File: src/rtl/systolic_feeder_8x8.sv
`default_nettype none
// ============================================================================
// Module   : systolic_feeder_8x8
// Purpose  : Accepts K-slices of A/B, applies the diagonal skew, drives and
//            flushes an 8x8 output-stationary systolic array.
// Revision : 1.0 - initial release
// ============================================================================
module systolic_feeder_8x8 #(
  parameter int data_width = 8,
  parameter int kw         = 8
) (
  input  logic                    clk_buf,
  input  logic                    rst,
  input  logic                    start,
  input  logic [kw-1:0]           k_len,
  output logic                    busy,
  output logic                    arr_clr,
  input  logic                    in_valid,
  output logic                    in_ready,
  input  logic [8*data_width-1:0] a_vec,
  input  logic [8*data_width-1:0] b_vec,
  output logic [8*data_width-1:0] a_in_flat,
  output logic [8*data_width-1:0] b_in_flat,
  output logic                    en,
  output logic                    done
);

  localparam int         LANES       = 8;
  localparam logic [3:0] C_FLUSH_MAX = 4'(2 * (LANES - 1));

  typedef enum logic [1:0] {
    S_IDLE  = 2'd0,
    S_FEED  = 2'd1,
    S_FLUSH = 2'd2,
    S_DONE  = 2'd3
  } state_t;

  state_t                  r_state;
  state_t                  w_next;
  logic [kw-1:0]           r_remain;
  logic [3:0]              r_flush_cnt;
  logic                    r_arr_clr;
  logic                    r_en;
  logic                    w_step;
  logic                    w_feed;
  logic [8*data_width-1:0] w_a_src;
  logic [8*data_width-1:0] w_b_src;

  assign w_feed  = (r_state == S_FEED);
  // FLUSH spends one extra non-stepping cycle so the last en beat lands in C before done.
  assign w_step  = (w_feed && in_valid) ||
                   ((r_state == S_FLUSH) && (r_flush_cnt != C_FLUSH_MAX));
  assign w_a_src = w_feed ? a_vec : '0;
  assign w_b_src = w_feed ? b_vec : '0;

  always_comb begin
    w_next = r_state;
    case (r_state)
      S_IDLE:  if (start) w_next = (k_len != '0) ? S_FEED : S_DONE;
      S_FEED:  if (in_valid && (r_remain == kw'(1))) w_next = S_FLUSH;
      S_FLUSH: if (r_flush_cnt == C_FLUSH_MAX) w_next = S_DONE;
      S_DONE:  w_next = S_IDLE;
      default: w_next = S_IDLE;
    endcase
  end

  always_ff @(posedge clk_buf or posedge rst) begin
    if (rst) begin
      r_state     <= S_IDLE;
      r_remain    <= '0;
      r_flush_cnt <= '0;
      r_arr_clr   <= 1'b0;
      r_en        <= 1'b0;
    end else begin
      r_state   <= w_next;
      r_arr_clr <= (r_state == S_IDLE) && start && (k_len != '0);
      r_en      <= w_step;
      if ((r_state == S_IDLE) && start)
        r_remain <= k_len;
      else if (w_feed && in_valid)
        r_remain <= r_remain - kw'(1);
      if (r_state == S_FLUSH)
        r_flush_cnt <= r_flush_cnt + 4'd1;
      else
        r_flush_cnt <= '0;
    end
  end

  // Lane i: i delay stages followed by the output register, all advanced on step.
  for (genvar i = 0; i < LANES; i++) begin : g_lane
    logic [data_width-1:0] r_a_out;
    logic [data_width-1:0] r_b_out;

    if (i == 0) begin : g_direct
      always_ff @(posedge clk_buf or posedge rst) begin
        if (rst) begin
          r_a_out <= '0;
          r_b_out <= '0;
        end else if (w_step) begin
          r_a_out <= w_a_src[0 +: data_width];
          r_b_out <= w_b_src[0 +: data_width];
        end
      end
    end else begin : g_delay
      logic [data_width-1:0] r_a_sr [i];
      logic [data_width-1:0] r_b_sr [i];

      always_ff @(posedge clk_buf or posedge rst) begin
        if (rst) begin
          for (int j = 0; j < i; j++) begin
            r_a_sr[j] <= '0;
            r_b_sr[j] <= '0;
          end
          r_a_out <= '0;
          r_b_out <= '0;
        end else if (w_step) begin
          r_a_sr[0] <= w_a_src[i*data_width +: data_width];
          r_b_sr[0] <= w_b_src[i*data_width +: data_width];
          for (int j = 1; j < i; j++) begin
            r_a_sr[j] <= r_a_sr[j-1];
            r_b_sr[j] <= r_b_sr[j-1];
          end
          r_a_out <= r_a_sr[i-1];
          r_b_out <= r_b_sr[i-1];
        end
      end
    end

    assign a_in_flat[i*data_width +: data_width] = r_a_out;
    assign b_in_flat[i*data_width +: data_width] = r_b_out;
  end

  assign busy     = (r_state != S_IDLE);
  assign in_ready = w_feed;
  assign done     = (r_state == S_DONE);
  assign arr_clr  = r_arr_clr;
  assign en       = r_en;

endmodule
`default_nettype wire

File: config.mk
export PLATFORM = sky130hd
export DESIGN_NAME = systolic_feeder_8x8
export DESIGN_NICKNAME = d
export VERILOG_FILES = /design/src/rtl/systolic_feeder_8x8.sv
export SDC_FILE = /design/constraint.sdc
export NUM_CORES = 1
export LEC_CHECK = 0
export ABC_AREA = 1
export CAP_MARGIN = 5
export CORE_AREA = 2 2 205 207
export DETAILED_ROUTE_END_ITERATION = 10
export DIE_AREA = 0 0 207 209
export GPL_TIMING_DRIVEN = 0
export HOLD_SLACK_MARGIN = 0.1
export PLACE_DENSITY = 0.77
export SLEW_MARGIN = 20
export SYNTH_ARGS = -nofsm -noshare
export SYNTH_HDL_FRONTEND = slang
export SYNTH_SLANG_ARGS = --single-unit
File: constraint.sdc
create_clock -name clk_buf -period 26.5 [get_ports clk_buf]
set_input_delay 6.625 -clock clk_buf [delete_from_list [all_inputs] [get_ports clk_buf]]
set_output_delay 6.625 -clock clk_buf [all_outputs]
set_load 0.02 [all_outputs]
==> impl_metrics.py <==
metrics = {
    "min_path": {
        "hold_end": "g_lane[1].r_b_out[3]$_DFFE_PP0P_",
        "hp-class": "register to register",
        "hold_depth": 2,
        "min-delay-start": "g_lane[1].g_delay.r_b_sr[3]$_DFFE_PP0P_",
    },
    "global_routing": {
        "antenna_found_initial": 7,
        "met2_usage": 0.448,
        "grt.overflow.total": 0,
        "grtUsageTotal": 0.275,
        "grt_use_met3": 0.0592,
        "grt_pass1_vias": 18290,
        "grt_max_degree": 111,
        "use_met1": 0.363,
        "grt.busiest_layer": "met2",
        "grt_pass1_wl_um": 95100,
    },
    "run_status": {
        "status": "finished, final reports clean",
    },
    "cts": {
        "clock_latency_ps": 610,
        "clock-sinks": 592,
        "htreeDepth": 2,
        "cts_setup_buffers": 0,
        "cts_tree": "built",
        "cts_resized": 0,
        "clk_pin_slew_ps": 60,
        "clockBufferDepth": 3,
        "cts_buffers": 57,
        "cts_hold_buf": 0,
        "cts_root_buf": "clkbuf_16",
    },
    "sta": {
        "whs_ps": 474,
        "setup_tns_ps": 0,
        "worst_pin_slew_ps": 1010,
        "drv_slew": 0,
        "finalCritPeriodShare": 0.330,
        "hold_violations": 0,
        "max_freq_ghz": 0.114,
        "worst_slack_ps": 17760,
        "setup_viol": 0,
        "period_minus_slack_ps": 8740,
        "relSlewSlack": 0.326,
        "rsz0062_at_grt": "false",
        "skew_ps": 12.2,
    },
    "synth": {
        "async_reset_ff_frac": 1.00,
        "yosysSeqAreaShare": 0.649,
        "syn_area_mm2": 0.0228,
        "synthAdderAreaFrac": 0.00493,
        "yosys_warnings": 0,
        "synth_cells": 2406,
        "synthDistinctLibCells": 21,
        "yosys-mux-area-fraction": 0,
        "synth-seq-cells": 592,
        "synth-edff-count": 0,
        "synth_area_per_cell_um2": 9.49,
        "synthFlopType": "dfrtp_1",
        "synth-xor-area-share": 0.000384,
        "synth-compound-area-share": 0.0882,
        "synth_top_family_by_area": "simple AND/OR/NAND/NOR gates",
        "syn-num-nets": 2555,
        "synth_simple_gate_area_frac": 0.189,
    },
    "pwr": {
        "p_sw_mw": 1.49,
        "switching_share": 0.386,
        "pwr-share-seq": 0.401,
        "power.density_mw_per_mm2": 136,
        "clock_power_share": 0.220,
        "p_total_mw": 3.87,
        "ir_drop_mv": 0.0761,
        "intPower_mw": 2.38,
        "p_comb_frac": 0.379,
        "p_leak_nw": 13.5,
    },
    "setup_path": {
        "rr_endpoint": "g_lane[3].g_delay.r_a_sr[20]$_DFFE_PP0P_",
        "crit_family": "buffers and inverters",
        "crit_buf_inv": 3,
        "cp_slowest_stage_delay_ps": 670,
        "timing.rr.start": "r_state[1]$_DFFE_PP0P_",
        "worstPathCellList": "inv_1, ha_1, inv_1, clkdlybuf4s50_1",
        "rr_worst_depth": 7,
        "end_kind": "output port",
        "startpoint_type": "register",
        "critPathMaxFanout": 4,
        "critPathSlowestCell": "clkdlybuf4s50_1",
        "r2r_slack_ps": 23960,
        "cp_data_arrival_time_ps": 2120,
        "path_class": "register to output port",
        "crit_top_cell": "inv_1",
        "critPathRequiredTime_ps": 19880,
    },
    "placed_design": {
        "dp_hpwl_um": 39800,
        "dpl.cell_count": 3223,
        "postPlaceCellArea_mm2": 0.0264,
        "pre_cts_ws_ps": 17700,
        "portBuffers": 272,
        "place.gp.congestion": 0.878,
    },
    "routing": {
        "vias": 18161,
        "wl_um": 59100,
        "drt-wirelength-per-cell_um": 17.7,
        "drt-pass1-iter-count": 7,
        "drt_iter0_drc": 1375,
        "route.detailed.drc": 0,
        "antenna_left": 0,
        "viasPerCell": 5.45,
    },
    "floorplan": {
        "initial_utilization": 0.553,
        "die_y_um": 209,
        "pin_count": 273,
        "die_area_mm2": 0.0433,
        "rows": 75,
        "die_w_um": 207,
        "core_mm2": 0.0413,
    },
    "finish": {
        "areaGrowthSynthToFinish_pct": 24.4,
        "instances_no_fill": 3334,
        "drive_gt1_frac": 0.0606,
        "stdcell_area_mm2": 0.0284,
        "post-route-util": 0.688,
        "nets": 2892,
    },
    "job": {
        "drv_cap": 0,
    },
}
routing by layer:
metal | wire length [um] | vias up
met5 | 10 | -
met4 | 2100 | 2
met3 | 4280 | 130
met2 | 28700 | 607
met1 | 24000 | 9034
li1 | - | 8388
cell usage in the layout, fill, tap and decap left out, types with 6 or more instances in the layout:
master,instances
buf_16,6
buf_6,11
dfrtp_1,592
clkbuf_16,57
buf_1,19
clkbuf_1,91
clkbuf_8,16
o21ai_0,196
inv_1,212
nand2_1,479
buf_2,48
nand3_1,333
buf_4,6
clkinv_2,11
ha_1,9
nor2_1,213
bufinv_16,7
clkdlybuf4s50_1,272
a21oi_1,193
synth_stat cells (6+ instances only):
cell / n / area [um2]
a21oi_1: 193 / 966
buf_1: 19 / 71.3
buf_2: 48 / 240
buf_4: 6 / 45.0
buf_6: 11 / 124
clkbuf_1: 79 / 297
dfrtp_1: 592 / 14800
ha_1: 9 / 113
inv_1: 213 / 800
nand2_1: 479 / 1800
nand3_1: 333 / 1670
nor2_1: 213 / 800
o21ai_0: 196 / 981
worst max-delay path by stage:
| stage | slack [ps] | endpoint | cells past startpoint | from |
|---|---|---|---|---|
| 6_report | 17760 | busy | 4 | r_state[0]$_DFFE_PP0P_ |
| 3_5_place_dp | 17700 | g_lane[2].g_delay.r_a_sr[12]$_DFFE_PP0P_ | 7 | in_valid |
| 2_1_floorplan | 3310 | arr_clr$_DFF_PP0_ | 1 | rst |
| 4_1_cts | 17740 | busy | 4 | r_state[0]$_DFFE_PP0P_ |
| 5_1_grt | 17690 | busy | 4 | r_state[0]$_DFFE_PP0P_ |
| 3_3_place_gp | -2270 | g_lane[1].g_delay.r_b_sr[0]$_DFFE_PP0P_ | 2 | rst |
worst register-to-register path: cells and delay by family (launching register included):
kind                       cells  cell delay (ps)
DFF                            1              410
adders and majority gates      1              210
and+or+nand+nor                2              240
buffers and inverters          4             1620
cell families after synthesis:
family                     after synthesis
and+or+nand+nor                       1030
DFF                                    592
AOI/OAI and AO/OA                      398
buffers and inverters                  376
adders and majority gates                9
xor gates and xnor gates                 1
power by group through the flow:
stage / sequential, mW / clock, mW / combinational, mW
finish: 1.55 / 0.852 / 1.47
floorplan: 1.62 / 0 / 0.820
detailed placement: 1.56 / 0 / 1.45
CTS: 1.55 / 0.864 / 1.47
global placement: 1.55 / 0 / 1.39
global route: 1.59 / 0.904 / 1.63
layout make-up:
type                            instances  area [um2]
Clock buffer                           85        1690
Multi-Input combinational cell       1438        6440
Antenna cell                            5        12.5
Sequential cell                       592       14800
Tap cell                              539         674
Clock inverter                         21         290
Fill cell                            3122       12900
Timing Repair Buffer                  278        2890
Inverter                              213         807
Buffer                                163         777
flip-flops by register name, summed over array words and instances, names as in the netlist:
name,cells
r_remain,8
g_lane.g_delay.r_b_sr,224
g_lane.g_delay.r_a_sr,224
arr_clr,1
en,1
g_lane.r_a_out,64
g_lane.r_b_out,64
r_state,2
r_flush_cnt,4
Power figures use the tool's default switching activity.
==> patch (same flow settings) <==
Reset style: synchronous (`rst`), changed in 3 clocked blocks.
--- a/src/rtl/systolic_feeder_8x8.sv
+++ b/src/rtl/systolic_feeder_8x8.sv
@@ -64,7 +64,7 @@
     endcase
   end
 
-  always_ff @(posedge clk_buf or posedge rst) begin
+  always_ff @(posedge clk_buf) begin
     if (rst) begin
       r_state     <= S_IDLE;
       r_remain    <= '0;
@@ -92,7 +92,7 @@
     logic [data_width-1:0] r_b_out;
 
     if (i == 0) begin : g_direct
-      always_ff @(posedge clk_buf or posedge rst) begin
+      always_ff @(posedge clk_buf) begin
         if (rst) begin
           r_a_out <= '0;
           r_b_out <= '0;
@@ -105,7 +105,7 @@
       logic [data_width-1:0] r_a_sr [i];
       logic [data_width-1:0] r_b_sr [i];
 
-      always_ff @(posedge clk_buf or posedge rst) begin
+      always_ff @(posedge clk_buf) begin
         if (rst) begin
           for (int j = 0; j < i; j++) begin
             r_a_sr[j] <= '0;
Behaviour: differs if rst is asserted again (counterexample within 4 cycles, from zero or initial values and one cycle with rst high); with rst held inactive, the same outputs for 4 cycles.
==> patch against the original RTL <==
Global-route usage is 6.7 points lower; utilization is 1.1 points lower; sequential cell count unchanged; area after synthesis shrank 1.7%; count of clock-buffer cells in the layout is 3 higher; wire length down 24%; setup slack lost 0.53 ns; register-to-register slack got worse by 0.94 ns; non-clock buffer count fell by 70; final area down 1.6%.
Power is not compared: it rests on default switching activity, and its combinational part moved more than twofold at a synthesized area within 25%.
==> patch: results (changes against the original RTL) <==
Post-synth top cells = inv_1, nor2_1, edfxtp_1, nand2_1 (was dfrtp_1, nand2_1, nand3_1, inv_1, nor2_1)
Worst-Margin Slew = 0.739 ns (was 1.01 ns)
delay of the slowest critical-path stage = 0.59 ns (was 0.67 ns)
sequential share of the synthesized area = 72.8% (was 64.9%)
total power = 2.69 mW
Arr. time, crit path = 9.60 ns (was 2.12 ns)
Synth top area share = 59.9% (was 64.9%)
placed insts = 2917 (was 3223)
FF-to-FF Start = r_state[1] (unchanged)
status = finished clean (unchanged)
hold path startpoint = g_lane[4].g_delay.r_a_sr[3][0] (was g_lane[1].g_delay.r_b_sr[3])
fill count = 3044 (was 3122)
vias per inst = 4.65 (was 5.45)
drt total wl = 44700 um (was 59100 um)
synthesized area per cell = 10.7 um2 (was 9.49 um2)
Starting DRT DRC Count = 1011 (was 1375)
First-pass DRT Iterations = 5 (was 7)
fraction of final layout cells with drive strength greater than 1 = 6.96% (was 6.06%)
WL per Instance = 14.8 um (was 17.7 um)
Most used DFF post-synth = edfxtp_1 (was dfrtp_1)
nets = 2587 (was 2892)
detailed-placement wirelength estimate = 31300 um (was 39800 um)
fraction of registers with async set/reset = 0% (was 100%)
library cells used by synthesis = 24 (was 21)
vias in the first global route = 13.8k (was 18.3k)
CP max-delay cell = clkbuf_1 (was clkdlybuf4s50_1)
first-pass GRT wire length = 70400 um (was 95100 um)
Peak VDD IR = 0.0560 mV
Post-synth EDFFs = 448 (was 0)
initial antenna violation count = 1 (was 7)
pin count of the biggest net entering global routing = 65 (was 111)
crit path max fanout = 51 (was 4)
[patch: per-layer routing]
| metal | vias up | wire (um) | global-route usage [%] |
|---|---|---|---|
| li1 | 7129 | - | - |
| met1 | 6456 | 18400 | 26.0 |
| met2 | 385 | 22000 | 35.4 |
| met3 | 97 | 2450 | 3.40 |
| met4 | 0 | 1920 | 10.1 |
| met5 | - | 0 | 0 |
[patch: kinds of logic after synthesis]
logic type / after synthesis / synth area share, %
and+or+nand+nor: 910 / 16.1
DFF: 592 / 72.8
buffers and inverters: 569 / 10.1
AOI/OAI and AO/OA: 17 / 0.418
adders and majority gates: 9 / 0.502
xor gates and xnor gates: 1 / 0.0390
[patch: final cells by class]
type / count / share of cell area [%]
clock buffers: 88 / 6.08
well taps: 539 / 2.41
flip-flops and latches: 592 / 58.5
plain buffers: 91 / 1.73
multi-input cells: 937 / 13.8
inverters: 478 / 6.42
diodes: 1 / 0.00896
repair buffers: 280 / 10.5
clock inverters: 21 / 0.618
[patch: stage by stage]
stage               instance area, um2  util (%)
global route                     27900      67.6
CTS                              27900      67.6
finish                           27900      67.6
global placement                 25800      62.6
detailed placement               26100      63.1
floorplan                        22500         -
[patch: power groups by stage]
stage,sequential (mW),combinational (mW),clock [mW]
finish,1.38,0.522,0.796
global route,1.40,0.579,0.845
CTS,1.38,0.528,0.811
detailed placement,1.40,0.525,0
global placement,1.49,0.488,0
floorplan,1.50,0.258,0
[patch: path summary, 6_finish.rpt]
path	endpoint	slack, ns	cells after the start
setup reg to reg	g_lane[7].g_delay.r_a_sr[0][1]	23.02	11
hold / removal	g_lane[4].r_a_out[0]	0.42	2
hold reg to reg	g_lane[4].r_a_out[0]	0.42	2
setup / recovery	g_lane[7].g_delay.r_a_sr[0][1]	17.23	10
[patch: worst reg2reg max path, cell delays in order, from the launching register on]
cell,delay [ns]
dfxtp_1,0.36
inv_1,0.10
ha_1,0.26
nand2_1,0.16
inv_2,0.06
nor2_2,0.19
clkbuf_1,0.59
nand2_4,0.47
buf_12,0.34
buf_12,0.20
buf_16,0.23
buf_12,0.24
